[config.mk]
export PLATFORM = sky130hd
export DESIGN_NAME = alarm_controller
export DESIGN_NICKNAME = d
export VERILOG_FILES = /design/src/rtl/alarm_controller.sv
export SDC_FILE = /design/constraint.sdc
export NUM_CORES = 1
export LEC_CHECK = 0
export ABC_AREA = 0
export BUFFER_PORTS_ARGS = -buffer_cell sky130_fd_sc_hd__clkbuf_2
export CORE_UTILIZATION = 47
export CTS_BUF_LIST = sky130_fd_sc_hd__clkbuf_8
export CTS_CLUSTER_DIAMETER = 100
export CTS_CLUSTER_SIZE = 25
export DETAILED_ROUTE_END_ITERATION = 6
export PLACE_DENSITY = 0.75
export SLEW_MARGIN = 25
export SYNTH_ARGS = -nofsm -noshare
export SYNTH_HDL_FRONTEND = slang
export SYNTH_SLANG_ARGS = --single-unit
[constraint.sdc]
create_clock -name clk -period 2.7 [get_ports clk]
set_clock_uncertainty 0.05 [all_clocks]
set_input_delay 0.27 -clock clk [delete_from_list [all_inputs] [get_ports clk]]
set_output_delay 0.27 -clock clk [all_outputs]
set_load 0.02 [all_outputs]
[src/rtl/alarm_controller.sv]
// Alarm clock controller: stores a validated HH:MM alarm, rings on the rising
// edge of a time match, supports snooze/stop and drives a rotating LED pattern.
module alarm_controller #(
  parameter int unsigned RING_TIMEOUT_S = 60,
  parameter int unsigned SNOOZE_S       = 300
) (
  input  logic        clk,
  input  logic        rst,
  input  logic        tick,
  input  logic [23:0] time_now,
  input  logic        alarm_enable,
  input  logic        alarm_set,
  input  logic [15:0] alarm_time_in,
  input  logic        snooze,
  input  logic        stop,
  output logic [15:0] alarm_time,
  output logic        armed,
  output logic        ringing,
  output logic [15:0] led
);

  localparam int unsigned MaxCnt = (RING_TIMEOUT_S > SNOOZE_S) ? RING_TIMEOUT_S : SNOOZE_S;
  localparam int unsigned CntW   = (MaxCnt < 1) ? 1 : $clog2(MaxCnt + 1);
  localparam logic [CntW-1:0] RingMax   = CntW'(RING_TIMEOUT_S);
  localparam logic [CntW-1:0] SnoozeMax = CntW'(SNOOZE_S);

  typedef enum logic [1:0] {StDisabled, StArmed, StRinging, StSnooze} state_e;

  state_e            state_q, state_d;
  logic [15:0]       alarm_time_d;
  logic [CntW-1:0]   ring_cnt_q, ring_cnt_d;
  logic [CntW-1:0]   snooze_cnt_q, snooze_cnt_d;
  logic [15:0]       led_d;
  logic              armed_d, ringing_d;
  logic              match, match_q;
  logic              set_valid;

  assign set_valid = alarm_set && (alarm_time_in[15:8] <= 8'd23) && (alarm_time_in[7:0] <= 8'd59);
  assign match     = (time_now == {alarm_time, 8'd0});

  // Next-state, counters and output pattern; ticks only count in the state
  // held since the previous cycle, so a tick on an entry cycle is dropped.
  always_comb begin
    state_d      = state_q;
    alarm_time_d = set_valid ? alarm_time_in : alarm_time;
    ring_cnt_d   = ring_cnt_q;
    snooze_cnt_d = snooze_cnt_q;
    led_d        = led;

    if (!alarm_enable) begin
      state_d = StDisabled;
    end else begin
      unique case (state_q)
        StDisabled: state_d = StArmed;
        StArmed: begin
          // Rising edge only: a held match must not re-trigger after stop/timeout.
          if (match && !match_q) begin
            state_d    = StRinging;
            ring_cnt_d = '0;
            led_d      = 16'h0001;
          end
        end
        StRinging: begin
          if (stop) begin
            state_d = StArmed;
          end else if (snooze) begin
            state_d      = StSnooze;
            snooze_cnt_d = '0;
          end else if (set_valid) begin
            state_d = StArmed;
          end else if (tick) begin
            ring_cnt_d = ring_cnt_q + 1'b1;
            led_d      = {led[14:0], led[15]};
            if (ring_cnt_d == RingMax) state_d = StArmed;
          end
        end
        StSnooze: begin
          if (stop || set_valid) begin
            state_d = StArmed;
          end else if (tick) begin
            snooze_cnt_d = snooze_cnt_q + 1'b1;
            if (snooze_cnt_d == SnoozeMax) begin
              state_d    = StRinging;
              ring_cnt_d = '0;
              led_d      = 16'h0001;
            end
          end
        end
        default: state_d = StDisabled;
      endcase
    end

    // LEDs are dark in every state except RINGING.
    if (state_d != StRinging) led_d = '0;
    armed_d   = (state_d != StDisabled);
    ringing_d = (state_d == StRinging);
  end

  // State and registered outputs; reset overrides every input.
  always_ff @(posedge clk) begin
    if (rst) begin
      state_q      <= StDisabled;
      alarm_time   <= 16'h0700;
      ring_cnt_q   <= '0;
      snooze_cnt_q <= '0;
      match_q      <= 1'b0;
      led          <= '0;
      armed        <= 1'b0;
      ringing      <= 1'b0;
    end else begin
      state_q      <= state_d;
      alarm_time   <= alarm_time_d;
      ring_cnt_q   <= ring_cnt_d;
      snooze_cnt_q <= snooze_cnt_d;
      match_q      <= match;
      led          <= led_d;
      armed        <= armed_d;
      ringing      <= ringing_d;
    end
  end

endmodule
Yosys cells after proc, flatten, opt, wreduce, memory -nomap -nowiden

Cells that the tools add are included.

Register bits after elaboration: 55
Latch bits: 0
Memory bits (writable): 0
Memory bits (read-only): 0
Input bits: 47
Output and inout bits: 34
Logic and storage cells: 75
Memories: 0

Add/sub/neg operators: 2
Multiply operators: 0
Div/mod/pow operators: 0
Magnitude comparators: 2
Equal/unequal tests: 17
Shifts and indexed selects: 0
Mux-type cells: 34
Bitwise gates (word level): 0
Reduce and logical (&&, ||, !) cells: 12

Operators by type and width:

| operator                                                               | number |
|---|---|
| 16-bit 2-to-1 mux                                                      | 8 |
| 9-bit 2-to-1 mux                                                       | 12 |
| 16-bit case mux with 3 select lines                                    | 1 |
| 9-bit case mux with 3 select lines                                     | 1 |
| 24-bit == test                                                         | 1 |
| 2-bit 2-to-1 mux                                                       | 10 |
| 2-bit inequality test (second input constant)                          | 10 |
| 9-bit by 1-bit adder with 9-bit output (second input constant)         | 2 |
| 9-bit case mux with 2 select lines                                     | 1 |
| 10-bit AND reduction                                                   | 1 |
| 9-bit by 6-bit == test with 1-bit output (second input constant)       | 1 |
| 9-bit == test (second input constant)                                  | 1 |
| 8-bit by 5-bit <= comparator with 1-bit output (second input constant) | 1 |
| 8-bit by 6-bit <= comparator with 1-bit output (second input constant) | 1 |
| 2-bit case mux with 4 select lines                                     | 1 |
| 2-bit == test (second input constant)                                  | 3 |
| 6-bit AND reduction                                                    | 1 |
| 2-bit nonzero test                                                     | 2 |
| 1-bit logical AND                                                      | 3 |
| 3-bit nonzero test                                                     | 1 |
| 2-bit by 1-bit == test with 1-bit output (second input constant)       | 1 |
| 2-bit logical NOT                                                      | 1 |
| 2-bit OR reduction                                                     | 1 |
| 1-bit logical NOT                                                      | 1 |
| 1-bit logical OR                                                       | 1 |

Depth between registers and ports, before layout

Gate-level depths: netlist of the first run.

Word-level depth: 11
Depth in mapped cells: 9
Mapped depth without buffers: 7

Worst setup path before layout of the first run

OpenSTA, ideal clock, no wires.

Kind: register to register
Start: register alarm_time[8]
End: register led[10]
Library setup time: 0.070 ns
Arrival: 2.028 ns
Data required time: 2.580 ns
Slack: 0.552 ns
Cell stages (with the launch flop): 9
Buffers on the path: 2
Period minus slack after synthesis: 2.148 ns
Cells stage by stage: dfxtp_1 -> xnor2_1 -> nand4_1 -> nor3_2 -> a31oi_4 -> or4_1 -> buf_2 -> buf_6 -> a21oi_1

Cells in the longest elaborated chain, start to end: 7
Elaborated cells on any way between the ends: 9
Classes of those cells: 3 x eq/ne; 3 x mux; 3 x reduce/logical

Ends and longest elaborated chain:

| element                            | line | RTL |
|---|---|---|
| start, declared                    | 16   | `output logic [15:0] alarm_time,` |
| start signal, assigned             | 112  | `alarm_time <= alarm_time_d;` |
| 24-bit == test *                   | 39   | `assign match = (time_now == {alarm_time, 8'd0});` |
| 1-bit logical AND *                | 57   | `if (match && !match_q) begin` |
| 2-bit 2-to-1 mux                   | 57   |  |
| 2-bit case mux with 4 select lines | 53   | `unique case (state_q)` |
| 2-bit 2-to-1 mux                   | 50   | `if (!alarm_enable) begin` |
| 2-bit inequality test              | 94   | `if (state_d != StRinging) led_d = '0;` |
| 2-bit OR reduction (no line)       | --   |  |
| end signal, assigned               | 116  | `led <= led_d;` |
| end, declared                      | 19   | `output logic [15:0] led` |

Every way passes the cells marked *; elsewhere a longest branch is shown, timed or not.
A chain may end at the register's enable or synchronous reset.

Worst setup path after layout of the first run

Start: register alarm_time[8]
End: register led[5]

The elaborated chain is that of the path after synthesis.

==> results of run 1 <==
[kinds of logic (layout without fill, tap and decap cells)]
| group | after synthesis | in the layout | share of synthesized area, % |
|---|---|---|---|
| simple gates | 119 | 119 | 24.42 |
| compound gates | 72 | 72 | 17.32 |
| flops | 55 | 55 | 43.67 |
| buf+inv | 20 | 96 | 3.325 |
| xor+xnor | 17 | 17 | 5.906 |
| mux | 11 | 11 | 4.367 |
| fa+ha+maj | 2 | 2 | 0.9924 |
[sequential cells by signal, summed over array words and instances, names as in the netlist]
| register | cells |
|---|---|
| alarm_time | 16 |
| armed | 1 |
| led | 16 |
| match_q | 1 |
| ring_cnt_q | 9 |
| ringing | 1 |
| snooze_cnt_q | 9 |
| state_q | 2 |
[how the worst max path moves through the flow]
stage | start | endpoint | cells past startpoint
after floorplan | alarm_time[8] | led[10] | 8
after global placement | time_now[21] | led[6] | 7
after global routing | alarm_time[13] | led[15] | 6
final | alarm_time[8] | led[5] | 6
after CTS | alarm_time[2] | led[5] | 6
after detailed placement | time_now[16] | led[5] | 7
[worst max-delay path, delay by kind of cell, from the launching register on]
family	cells	cell delay, ns
flops	1	0.38
xor+xnor	1	0.13
compound gates	2	0.36
simple gates	3	1.31
[metrics by stage]
stage	utilization, %	worst slack [ns]
4_1_cts	60.05	0.3510
3_3_place_gp	57.86	0.4601
6_report	60.05	0.3804
2_1_floorplan	-	0.5522
5_1_grt	60.05	0.2218
3_5_place_dp	57.86	0.3957
[synth_stat cells, types with 5 or more instances]
| cell | number |
|---|---|
| nand3_1 | 14 |
| clkbuf_1 | 14 |
| nand4_1 | 5 |
| and3_1 | 12 |
| a21oi_1 | 27 |
| dfxtp_1 | 55 |
| nor3_1 | 7 |
| o21ai_0 | 24 |
| mux2i_1 | 11 |
| nand2_1 | 27 |
| xnor2_1 | 13 |
| nor2_1 | 26 |
[report_power, final]
group | internal, mW | switching, mW
Clock | 0.276 | 0.268
Sequential | 0.813 | 0.00278
Combinational | 0.0434 | 0.0438
Total | 1.13 | 0.315
[layout make-up]
type                            count  area [µm²]
Multi-Input combinational cell    221        1336
Inverter                            3       11.26
Fill cell                         482        2053
Tap cell                           70       87.58
Sequential cell                    55        1101
Timing Repair Buffer               85       437.9
Clock buffer                        5       68.82
Clock inverter                      3       43.79
[routing by layer]
metal  track usage [%]  vias to the layer above  share of wire [%]
li1                  -                     1205                  -
met1             26.28                     1082                 44
met2             36.44                       75                 48
met3             5.489                        4                6.6
met4             5.350                        0               0.77
met5                 0                        -                  0
==> key figures, run 1 <==
Run status
  – Status: completed

Timing
  – Max-slew violations: 0
  – Final Hold Vio Count: 0
  – Worst Tran Pin Value: 0.6036 ns
  – RSZ-0062 raised after global routing: no
  – Slew headroom: 59.49%
  – Fin crit share: 85.91%
  – Setup violations, final: 0
  – Hold slack: 0.1091 ns
  – Maximum clock frequency: 431.1 MHz
  – Fin crit period: 2.320 ns
  – TNS Setup: 0 ns

Clock network
  – Worst-skew pair later-pin latency: 0.31 ns
  – Cts bufs inserted: 5
  – CTS Hold Bufs: 0
  – CTS clk-pin slew, worst paths: 0.10 ns
  – CTS tree: built
  – H-Tree Depth: 2
  – CTS resizes: 0
  – CTS Sinks: 55
  – Max clock buf depth: 2
  – CTS Root Cell: clkbuf_8
  – Number of setup buffers added after CTS: 0

Worst setup path
  – Slowest-stage cell, CP: or4_1
  – Worst path cell trace: xnor2_1 > nand4_1 > nor3_2 > a31oi_4 > or4_1 > a21oi_1
  – Crit. End Element: flip-flop
  – CP peak stage delay: 0.82 ns
  – Reg-to-Reg Start: alarm_time[8]
  – Critical Path RT: 2.88 ns
  – Crit-path max FO: 16
  – Crit path launch type: flip-flop
  – Worst path arrival time: 2.50 ns
  – R2R Path End: led[5]
  – Crit Path Class: flip-flop to flip-flop
  – Reg2Reg Setup Slack: 0.38 ns
  – Reg2reg path depth: 6

Detailed routing
  – WL per Instance: 12.63 µm
  – Drt drc: 0
  – First drt pass iteration count: 4
  – Vias/cell: 5.353
  – DRT iter0 DRCs: 171
  – Via count: 2,366
  – Final WL: 5.583 mm
  – Post-route ant nets: 0

Finish
  – Final #Nets: 420
  – Commonest non-fill, non-tap cells in the layout: clkbuf_2, dfxtp_1, nand2_1, a21oi_1, nor2_1
  – Non-filler cells, final: 442
  – Share of layout cells above drive strength 1: 26.08%
  – Ant. Diodes: 0
  – Post-route cell area: 3087 µm²
  – Area Overhead vs Synth: 22.43%
  – Most common cell after layout, fill and taps aside: clkbuf_2

Place
  – Final GP Congestion: 0.7878
  – Placed cells: 434
  – Number of port buffers: 80
  – Post-DP Area: 2974 µm²
  – HPWL Detailed: 3.990 mm

Yosys
  – Post-synth top area share: 43.67%
  – Register area share after synthesis: 43.67%
  – Post-synth cell types: 44
  – Async SR Flop Fraction: 0%
  – Synth area leader: dfxtp_1
  – Yosys reg bits: 55
  – EDFF count, synth: 0
  – Largest cells by area after synthesis: dfxtp_1, a21oi_1, o21ai_0, xnor2_1, mux2i_1
  – Cell area after synthesis: 2521 µm²
  – Main synth FF type: dfxtp_1
  – Syn Inst Count: 296
  – Avg Cell Area, Syn: 8.517 µm²
  – Synth warn: 0
  – Syn Nets: 345

GRT
  – Antenna violations before repair: 0
  – GRT Total Usage: 21.10%
  – Largest net degree at the start of global routing: 27
  – First-pass GRT wire length: 9.121 mm
  – Vias in the first global route: 2,082
  – GR Overflow Total: 0

Hold path
  – Worst Min Path Start: alarm_time_in[8]
  – Hold endpoint: alarm_time[8]
  – Hold Crit Depth: 3
  – Min-delay worst type: input pin to flip-flop

Floorplan
  – Total I/O pin count: 81
  – Die Y: 75.24 µm
  – CORE AREA: 5140 µm²
  – Num rows: 26
  – Chip Width: 75.24 µm
  – Initial Utilization: 49.05%
  – Die area: 5661 µm²

Power
  – PwrDens: 469.1 nW/µm²
  – P_leak: 1.343 nW
  – Total power draw: 1.448 mW
  – Maximum VDD drop: 0.0002873 V

Flow run
  – Max_cap viols: 0
(Power assumes the default switching activity.)
==> inputs of run 2 (changes only) <==
Settings changed: HOLD_SLACK_MARGIN set to 0.12.
==> key figures, run 2 (synthesis results as in run 1) <==
Clock network
  – CTS tree: built (unchanged)
  – CTS Hold Bufs: 2 (was 0)
  – CTS Sinks: 55 (unchanged)
  – CTS clk-pin slew, worst paths: 0.10 ns (about the same)
  – CTS Root Cell: clkbuf_8 (unchanged)
  – CTS resizes: 0 (unchanged)
  – Max clock buf depth: 2 (unchanged)
  – Cts bufs inserted: 5 (unchanged)
  – Worst-skew pair later-pin latency: 0.31 ns (about the same)
  – H-Tree Depth: 2 (unchanged)
  – Number of setup buffers added after CTS: 0 (unchanged)

GRT
  – First-pass GRT wire length: 9.177 mm (was 9.121 mm)
  – Largest net degree at the start of global routing: 27 (unchanged)
  – GR Overflow Total: 0 (unchanged)
  – Vias in the first global route: 2,082 (unchanged)
  – Antenna violations before repair: 0 (unchanged)
  – GRT Total Usage: 21.30% (was 21.10%)

Power
  – Maximum VDD drop: 0.0002887 V (was 0.0002873 V)
  – Switching part of the total: 21.71% (was 21.76%)
  – Clk network pwr share: 37.6% (about the same)
  – PwrDens: 466.6 nW/µm² (was 469.1 nW/µm²)
  – Share of power burned in registers: 56.3% (about the same)
  – NetSw: 314.7 µW (was 315.0 µW)
  – P_int: 1.135 mW (was 1.133 mW)
  – P_leak: 1.352 nW (was 1.343 nW)
  – Logic gate share of total power: 6.2% (was 6.0%)

Timing
  – Fin crit period: 2.340 ns (was 2.320 ns)
  – Final Hold Vio Count: 0 (unchanged)
  – Hold slack: 0.1286 ns (was 0.1091 ns)
  – Fin crit share: 86.66% (was 85.91%)
  – Max-slew violations: 0 (unchanged)
  – Slew headroom: 59.09% (was 59.49%)
  – Setup violations, final: 0 (unchanged)
  – Worst Tran Pin Value: 0.6095 ns (was 0.6036 ns)
  – Maximum clock frequency: 427.4 MHz (was 431.1 MHz)
  – TNS Setup: 0 ns (unchanged)
  – Fin worst setup slack: 0.3603 ns (was 0.3804 ns)
  – RSZ-0062 raised after global routing: no (unchanged)

Place
  – Final GP Congestion: 0.7878 (unchanged)
  – Number of port buffers: 80 (unchanged)
  – Post-DP Area: 2974 µm² (unchanged)
  – Placed cells: 434 (unchanged)
  – HPWL Detailed: 3.990 mm (unchanged)
  – Post-Place Worst Slack: 0.3957 ns (unchanged)

Detailed routing
  – Via count: 2,363 (was 2,366)
  – WL per Instance: 12.63 µm (about the same)
  – Final WL: 5.609 mm (was 5.583 mm)
  – DRT iter0 DRCs: 186 (was 171)
  – Post-route ant nets: 0 (unchanged)
  – First drt pass iteration count: 4 (unchanged)
  – Drt drc: 0 (unchanged)
  – Vias/cell: 5.322 (was 5.353)

Floorplan
  – Num rows: 26 (unchanged)
  – CORE AREA: 5140 µm² (unchanged)
  – Die area: 5661 µm² (unchanged)
  – Total I/O pin count: 81 (unchanged)
  – Chip Width: 75.24 µm (unchanged)
  – Die Y: 75.24 µm (unchanged)
  – Initial Utilization: 49.05% (unchanged)

Finish
  – Share of layout cells above drive strength 1: 25.94% (was 26.08%)
  – Most common cell after layout, fill and taps aside: clkbuf_2 (unchanged)
  – Post-route cell area: 3107 µm² (was 3087 µm²)
  – Non-filler cells, final: 444 (was 442)
  – Final #Nets: 422 (was 420)
  – Fillers: 480 (was 482)
  – Area Overhead vs Synth: 23.23% (was 22.43%)
  – Ant. Diodes: 0 (unchanged)
  – Largest regs: alarm_time (16), led (16) (unchanged)
  – Commonest non-fill, non-tap cells in the layout: clkbuf_2, dfxtp_1, nand2_1, a21oi_1, nor2_1 (unchanged)

Worst setup path
  – Crit. End Element: flip-flop (unchanged)
  – Crit Path Class: flip-flop to flip-flop (unchanged)
  – Crit path launch type: flip-flop (unchanged)
  – Crit-path max FO: 16 (unchanged)
  – Worst path arrival time: 2.52 ns (was 2.50 ns)
  – Critical Path RT: 2.88 ns (about the same)

Flow run
  – Max_cap viols: 0 (unchanged)

Run status
  – Status: completed (unchanged)

Hold path
  – Min-delay worst type: input pin to flip-flop (unchanged)
[run 2: cell types whose count changed in the layout (fill, tap and decap cells not counted), sizes merged]
| cell | change |
|---|---|
| dlygate4sd3 | +2 |
[run 2: layout make-up]
cell class	count	area, µm²	share of cell area [%]
Tap cell	70	87.58	2.819
Sequential cell	55	1101	35.44
Clock buffer	5	68.82	2.215
Inverter	3	11.26	0.3625
Timing Repair Buffer	87	457.9	14.74
Clock inverter	3	43.79	1.410
Multi-Input combinational cell	221	1336	43.01
[run 2: final timing paths]
path / startpoint / end / slack [ns] / depth (start not counted)
hold / removal: alarm_time_in[10] / alarm_time[10] / 0.13 / 3
setup / recovery: alarm_time[8] / led[5] / 0.36 / 6
hold reg to reg: led[7] / led[8] / 0.42 / 2
setup reg to reg: alarm_time[8] / led[5] / 0.36 / 6
[run 2: layer usage]
metal | wire length, µm | vias up | GRT usage [%]
met3 | 319 | 4 | 5.489
li1 | - | 1211 | -
met4 | 42 | 0 | 5.350
met1 | 2499 | 1081 | 26.69
met2 | 2747 | 67 | 36.64
met5 | 0 | - | 0
[run 2: per-stage QoR]
step                total power [mW]  util [%]
global route                   1.516     60.44
finish                         1.449     60.44
floorplan                     0.8738         -
CTS                            1.464     60.44
detailed placement            0.9222     57.86
global placement              0.9208     57.86
[run 2: power by group through the flow]
stage               Clock (mW)  Combinational (mW)  Sequential, mW
finish                   0.544              0.0892           0.816
global route             0.601              0.0982           0.817
CTS                      0.558              0.0901           0.816
detailed placement           0              0.0873           0.835
global placement             0              0.0861           0.835
floorplan                    0              0.0386           0.835
[run 2: critical path, cell delays in order (launching register included)]
cell and delay (ns):
dfxtp_1 0.40, xnor2_1 0.14, nand4_1 0.13, nor3_2 0.36, a31oi_4 0.13, or4_1 0.82, a21oi_1 0.23
==> inputs of run 3 (changes only) <==
Settings changed: ABC_AREA 0 to 1, PLACE_DENSITY 0.75 to 0.72.
==> key figures, run 3 <==
Run status
  – Status: completed (unchanged)

Timing
  – Slew headroom: 60.55% (was 59.09%)
  – Fin crit share: 84.28% (was 86.66%)
  – Maximum clock frequency: 439.5 MHz (was 427.4 MHz)
  – Setup violations, final: 0 (unchanged)
  – Max-slew violations: 0 (unchanged)
  – Fin worst setup slack: 0.4245 ns (was 0.3603 ns)
  – Fin crit period: 2.275 ns (was 2.340 ns)
  – TNS Setup: 0 ns (unchanged)
  – RSZ-0062 raised after global routing: no (unchanged)
  – Final Hold Vio Count: 0 (unchanged)
  – Worst Tran Pin Value: 0.5910 ns (was 0.6095 ns)

Worst setup path
  – Crit-path max FO: 27 (was 16)
  – Crit Path Class: flip-flop to flip-flop (unchanged)
  – Reg-to-Reg Start: snooze_cnt_q[0] (was alarm_time[8])
  – Reg2Reg Setup Slack: 0.42 ns (was 0.36 ns)
  – Reg2reg path depth: 15 (was 6)
  – Critical Path RT: 2.85 ns (was 2.88 ns)
  – Crit. End Element: flip-flop (unchanged)
  – Worst path arrival time: 2.43 ns (was 2.52 ns)
  – R2R Path End: led[2] (was led[5])
  – Crit path launch type: flip-flop (unchanged)

Clock network
  – CTS clk-pin slew, worst paths: 0.10 ns (about the same)
  – H-Tree Depth: 2 (unchanged)
  – Worst-skew pair later-pin latency: 0.30 ns (was 0.31 ns)
  – CTS Root Cell: clkbuf_8 (unchanged)
  – Max clock buf depth: 2 (unchanged)
  – Cts bufs inserted: 5 (unchanged)
  – CTS tree: built (unchanged)
  – CTS Sinks: 55 (unchanged)

Detailed routing
  – Post-route ant nets: 0 (unchanged)
  – Via count: 3,227 (was 2,363)
  – Final WL: 6.925 mm (was 5.609 mm)
  – WL per Instance: 10.24 µm (was 12.63 µm)
  – Vias/cell: 4.774 (was 5.322)
  – First drt pass iteration count: 4 (unchanged)
  – DRT iter0 DRCs: 104 (was 186)
  – Drt drc: 0 (unchanged)

Power
  – P_int: 1.228 mW (was 1.135 mW)
  – P_leak: 1.837 nW (was 1.352 nW)
  – Maximum VDD drop: 0.0003600 V (was 0.0002887 V)
  – PwrDens: 414.1 nW/µm² (was 466.6 nW/µm²)
  – Clk network pwr share: 41.0% (was 37.6%)
  – Logic gate share of total power: 6.4% (was 6.2%)
  – Switching part of the total: 20.91% (was 21.71%)
  – NetSw: 324.8 µW (was 314.7 µW)
  – Share of power burned in registers: 52.6% (was 56.3%)

Finish
  – Most common cell after layout, fill and taps aside: nand2_1 (was clkbuf_2)
  – Commonest non-fill, non-tap cells in the layout: nand2_1, inv_1, nor2_1 (was clkbuf_2, dfxtp_1, nand2_1, a21oi_1, nor2_1)
  – Ant. Diodes: 0 (unchanged)
  – Register area: 1101 µm² (unchanged)
  – Area of the multi-input gates: 1604 µm² (was 1336 µm²)
  – Share of layout cells above drive strength 1: 18.36% (was 25.94%)
  – Post-Route Utilization: 58.72% (was 60.44%)
  – Largest regs: alarm_time (16), led (16) (unchanged)
  – Final #Nets: 647 (was 422)
  – Area Overhead vs Synth: 19.69% (was 23.23%)
  – Fillers: 643 (was 480)

Yosys
  – Cell area after synthesis: 3133 µm² (was 2521 µm²)
  – EDFF count, synth: 0 (unchanged)
  – Post-synth top area share: 35.14% (was 43.67%)
  – Async SR Flop Fraction: 0% (unchanged)
  – Register area share after synthesis: 35.14% (was 43.67%)
  – Syn Inst Count: 520 (was 296)
  – Post-synth cell types: 30 (was 44)
  – Syn Nets: 569 (was 345)
  – Synth top cells by count: nand2_1, inv_1, nor2_1 (was dfxtp_1, a21oi_1, nand2_1)
  – Largest cells by area after synthesis: dfxtp_1, nand2_1, inv_1, nor2_1, nand4_1 (was dfxtp_1, a21oi_1, o21ai_0, xnor2_1, mux2i_1)
  – Cell with the most instances after synthesis: nand2_1 (was dfxtp_1)
  – Avg Cell Area, Syn: 6.025 µm² (was 8.517 µm²)
  – Main synth FF type: dfxtp_1 (unchanged)
  – Synth area leader: dfxtp_1 (unchanged)
  – Synth warn: 0 (unchanged)
  – Yosys reg bits: 55 (unchanged)

Hold path
  – Min-delay worst type: input pin to flip-flop (unchanged)
  – Hold Crit Depth: 3 (unchanged)
  – Hold endpoint: alarm_time[8] (was alarm_time[10])
  – Worst Min Path Start: alarm_time_in[8] (was alarm_time_in[10])

GRT
  – GRT Total Usage: 20.23% (was 21.30%)
  – GR Overflow Total: 0 (unchanged)
  – Largest net degree at the start of global routing: 28 (was 27)
  – Antenna violations before repair: 0 (unchanged)
  – Vias in the first global route: 2,866 (was 2,082)
  – First-pass GRT wire length: 11.85 mm (was 9.177 mm)

Floorplan
  – Initial Utilization: 49.06% (was 49.05%)
  – Die area: 6996 µm² (was 5661 µm²)
  – Chip Width: 83.65 µm (was 75.24 µm)
  – CORE AREA: 6386 µm² (was 5140 µm²)
  – Num rows: 29 (was 26)
  – Total I/O pin count: 81 (unchanged)
  – Die Y: 83.65 µm (was 75.24 µm)

Flow run
  – Max_cap viols: 0 (unchanged)

Place
  – HPWL Detailed: 5.279 mm (was 3.990 mm)
  – Post-Place Worst Slack: 0.4489 ns (was 0.3957 ns)
  – Final GP Congestion: 0.8341 (was 0.7878)
  – Number of port buffers: 80 (unchanged)
-- run 3: changes by cell type in the layout (fill, tap and decap cells not counted), moves of 8 or more --
cell / before / now
nor2_1: 26 / 89
o21ai_0: 24 / 15
nand4_1: 5 / 25
nand2_1: 27 / 155
and3_1: 12 / 1
mux2i_1: 11 / 0
xnor2_1: 13 / 3
a21oi_1: 27 / 19
inv_1: 3 / 92
-- run 3: layer usage --
layer  track usage (%)  vias to the layer above  part of all wire, %
met2             36.66                       54                   49
met4             6.163                        0                  1.2
met3             3.363                        8                  2.9
met1             24.32                     1422                   47
li1                  -                     1743                    -
met5                 0                        -                    0
-- run 3: worst max-delay path by stage --
stage                     from       to  slack, ns  cells after the start
6_report       snooze_cnt_q[0]   led[2]       0.42                     15
2_1_floorplan    alarm_time[9]   led[0]       0.82                     14
3_5_place_dp   snooze_cnt_q[0]   led[2]       0.45                     15
5_1_grt        snooze_cnt_q[0]  led[13]       0.19                     15
4_1_cts        snooze_cnt_q[0]   led[2]       0.42                     15
3_3_place_gp   snooze_cnt_q[0]  led[14]       0.56                     15
-- run 3: final cells by class --
type                            instances  share of cell area (%)
Clock buffer                            5                   1.835
Sequential cell                        55                   29.36
Tap cell                               77                   2.569
Inverter                               93                   9.309
Clock inverter                          3                   1.802
Multi-Input combinational cell        355                   42.78
Timing Repair Buffer                   88                   12.35
-- run 3: power groups by stage --
stage / Clock, mW / Sequential (mW) / Combinational, mW
2_1_floorplan: 0 / 0.838 / 0.0463
3_3_place_gp: 0 / 0.835 / 0.0971
6_report: 0.637 / 0.816 / 0.100
5_1_grt: 0.689 / 0.817 / 0.113
3_5_place_dp: 0 / 0.835 / 0.0989
4_1_cts: 0.660 / 0.816 / 0.101
-- run 3: kinds of logic (layout without fill, tap and decap cells) --
group / after synthesis / after routing / share of synthesized area [%]
AO/OA/AOI/OAI: 39 / 39 / 6.589
XOR/XNOR: 6 / 6 / 1.678
adder cells (fa/ha/maj): 2 / 2 / 0.7986
buffers and inverters: 110 / 189 / 13.66
flip-flops: 55 / 55 / 35.14
AND/OR/NAND/NOR: 308 / 308 / 42.13
-- run 3: repair_timing --
item,CTS,global route
endpoints found under the hold margin,1,0
hold buffers,1,0
gates resized for setup,0,0
setup buffers,0,0
-- run 3: through the flow --
stage,power [mW],hold slack (ns),area [µm²],cells
floorplan,0.8841,0.3332,3133,520
global placement,0.9321,0.4111,3603,667
detailed placement,0.9340,0.4189,3603,667
CTS,1.577,0.1267,3750,676
global route,1.619,0.1472,3750,676
finish,1.553,0.1362,3750,676
-- run 3: worst max-delay path, stage by stage (launching register included) --
cell and delay [ns]:
dfxtp_1 0.39, ha_1 0.24, nand3_2 0.12, nor2_2 0.14, nand2_1 0.07, nand2_1 0.08
nand2_1 0.07, nor2_2 0.12, nand2_2 0.07, nand2_4 0.18, nand3_2 0.18, buf_4 0.26
nand2_1 0.08, nand2_1 0.05, inv_1 0.05, nor2_1 0.03
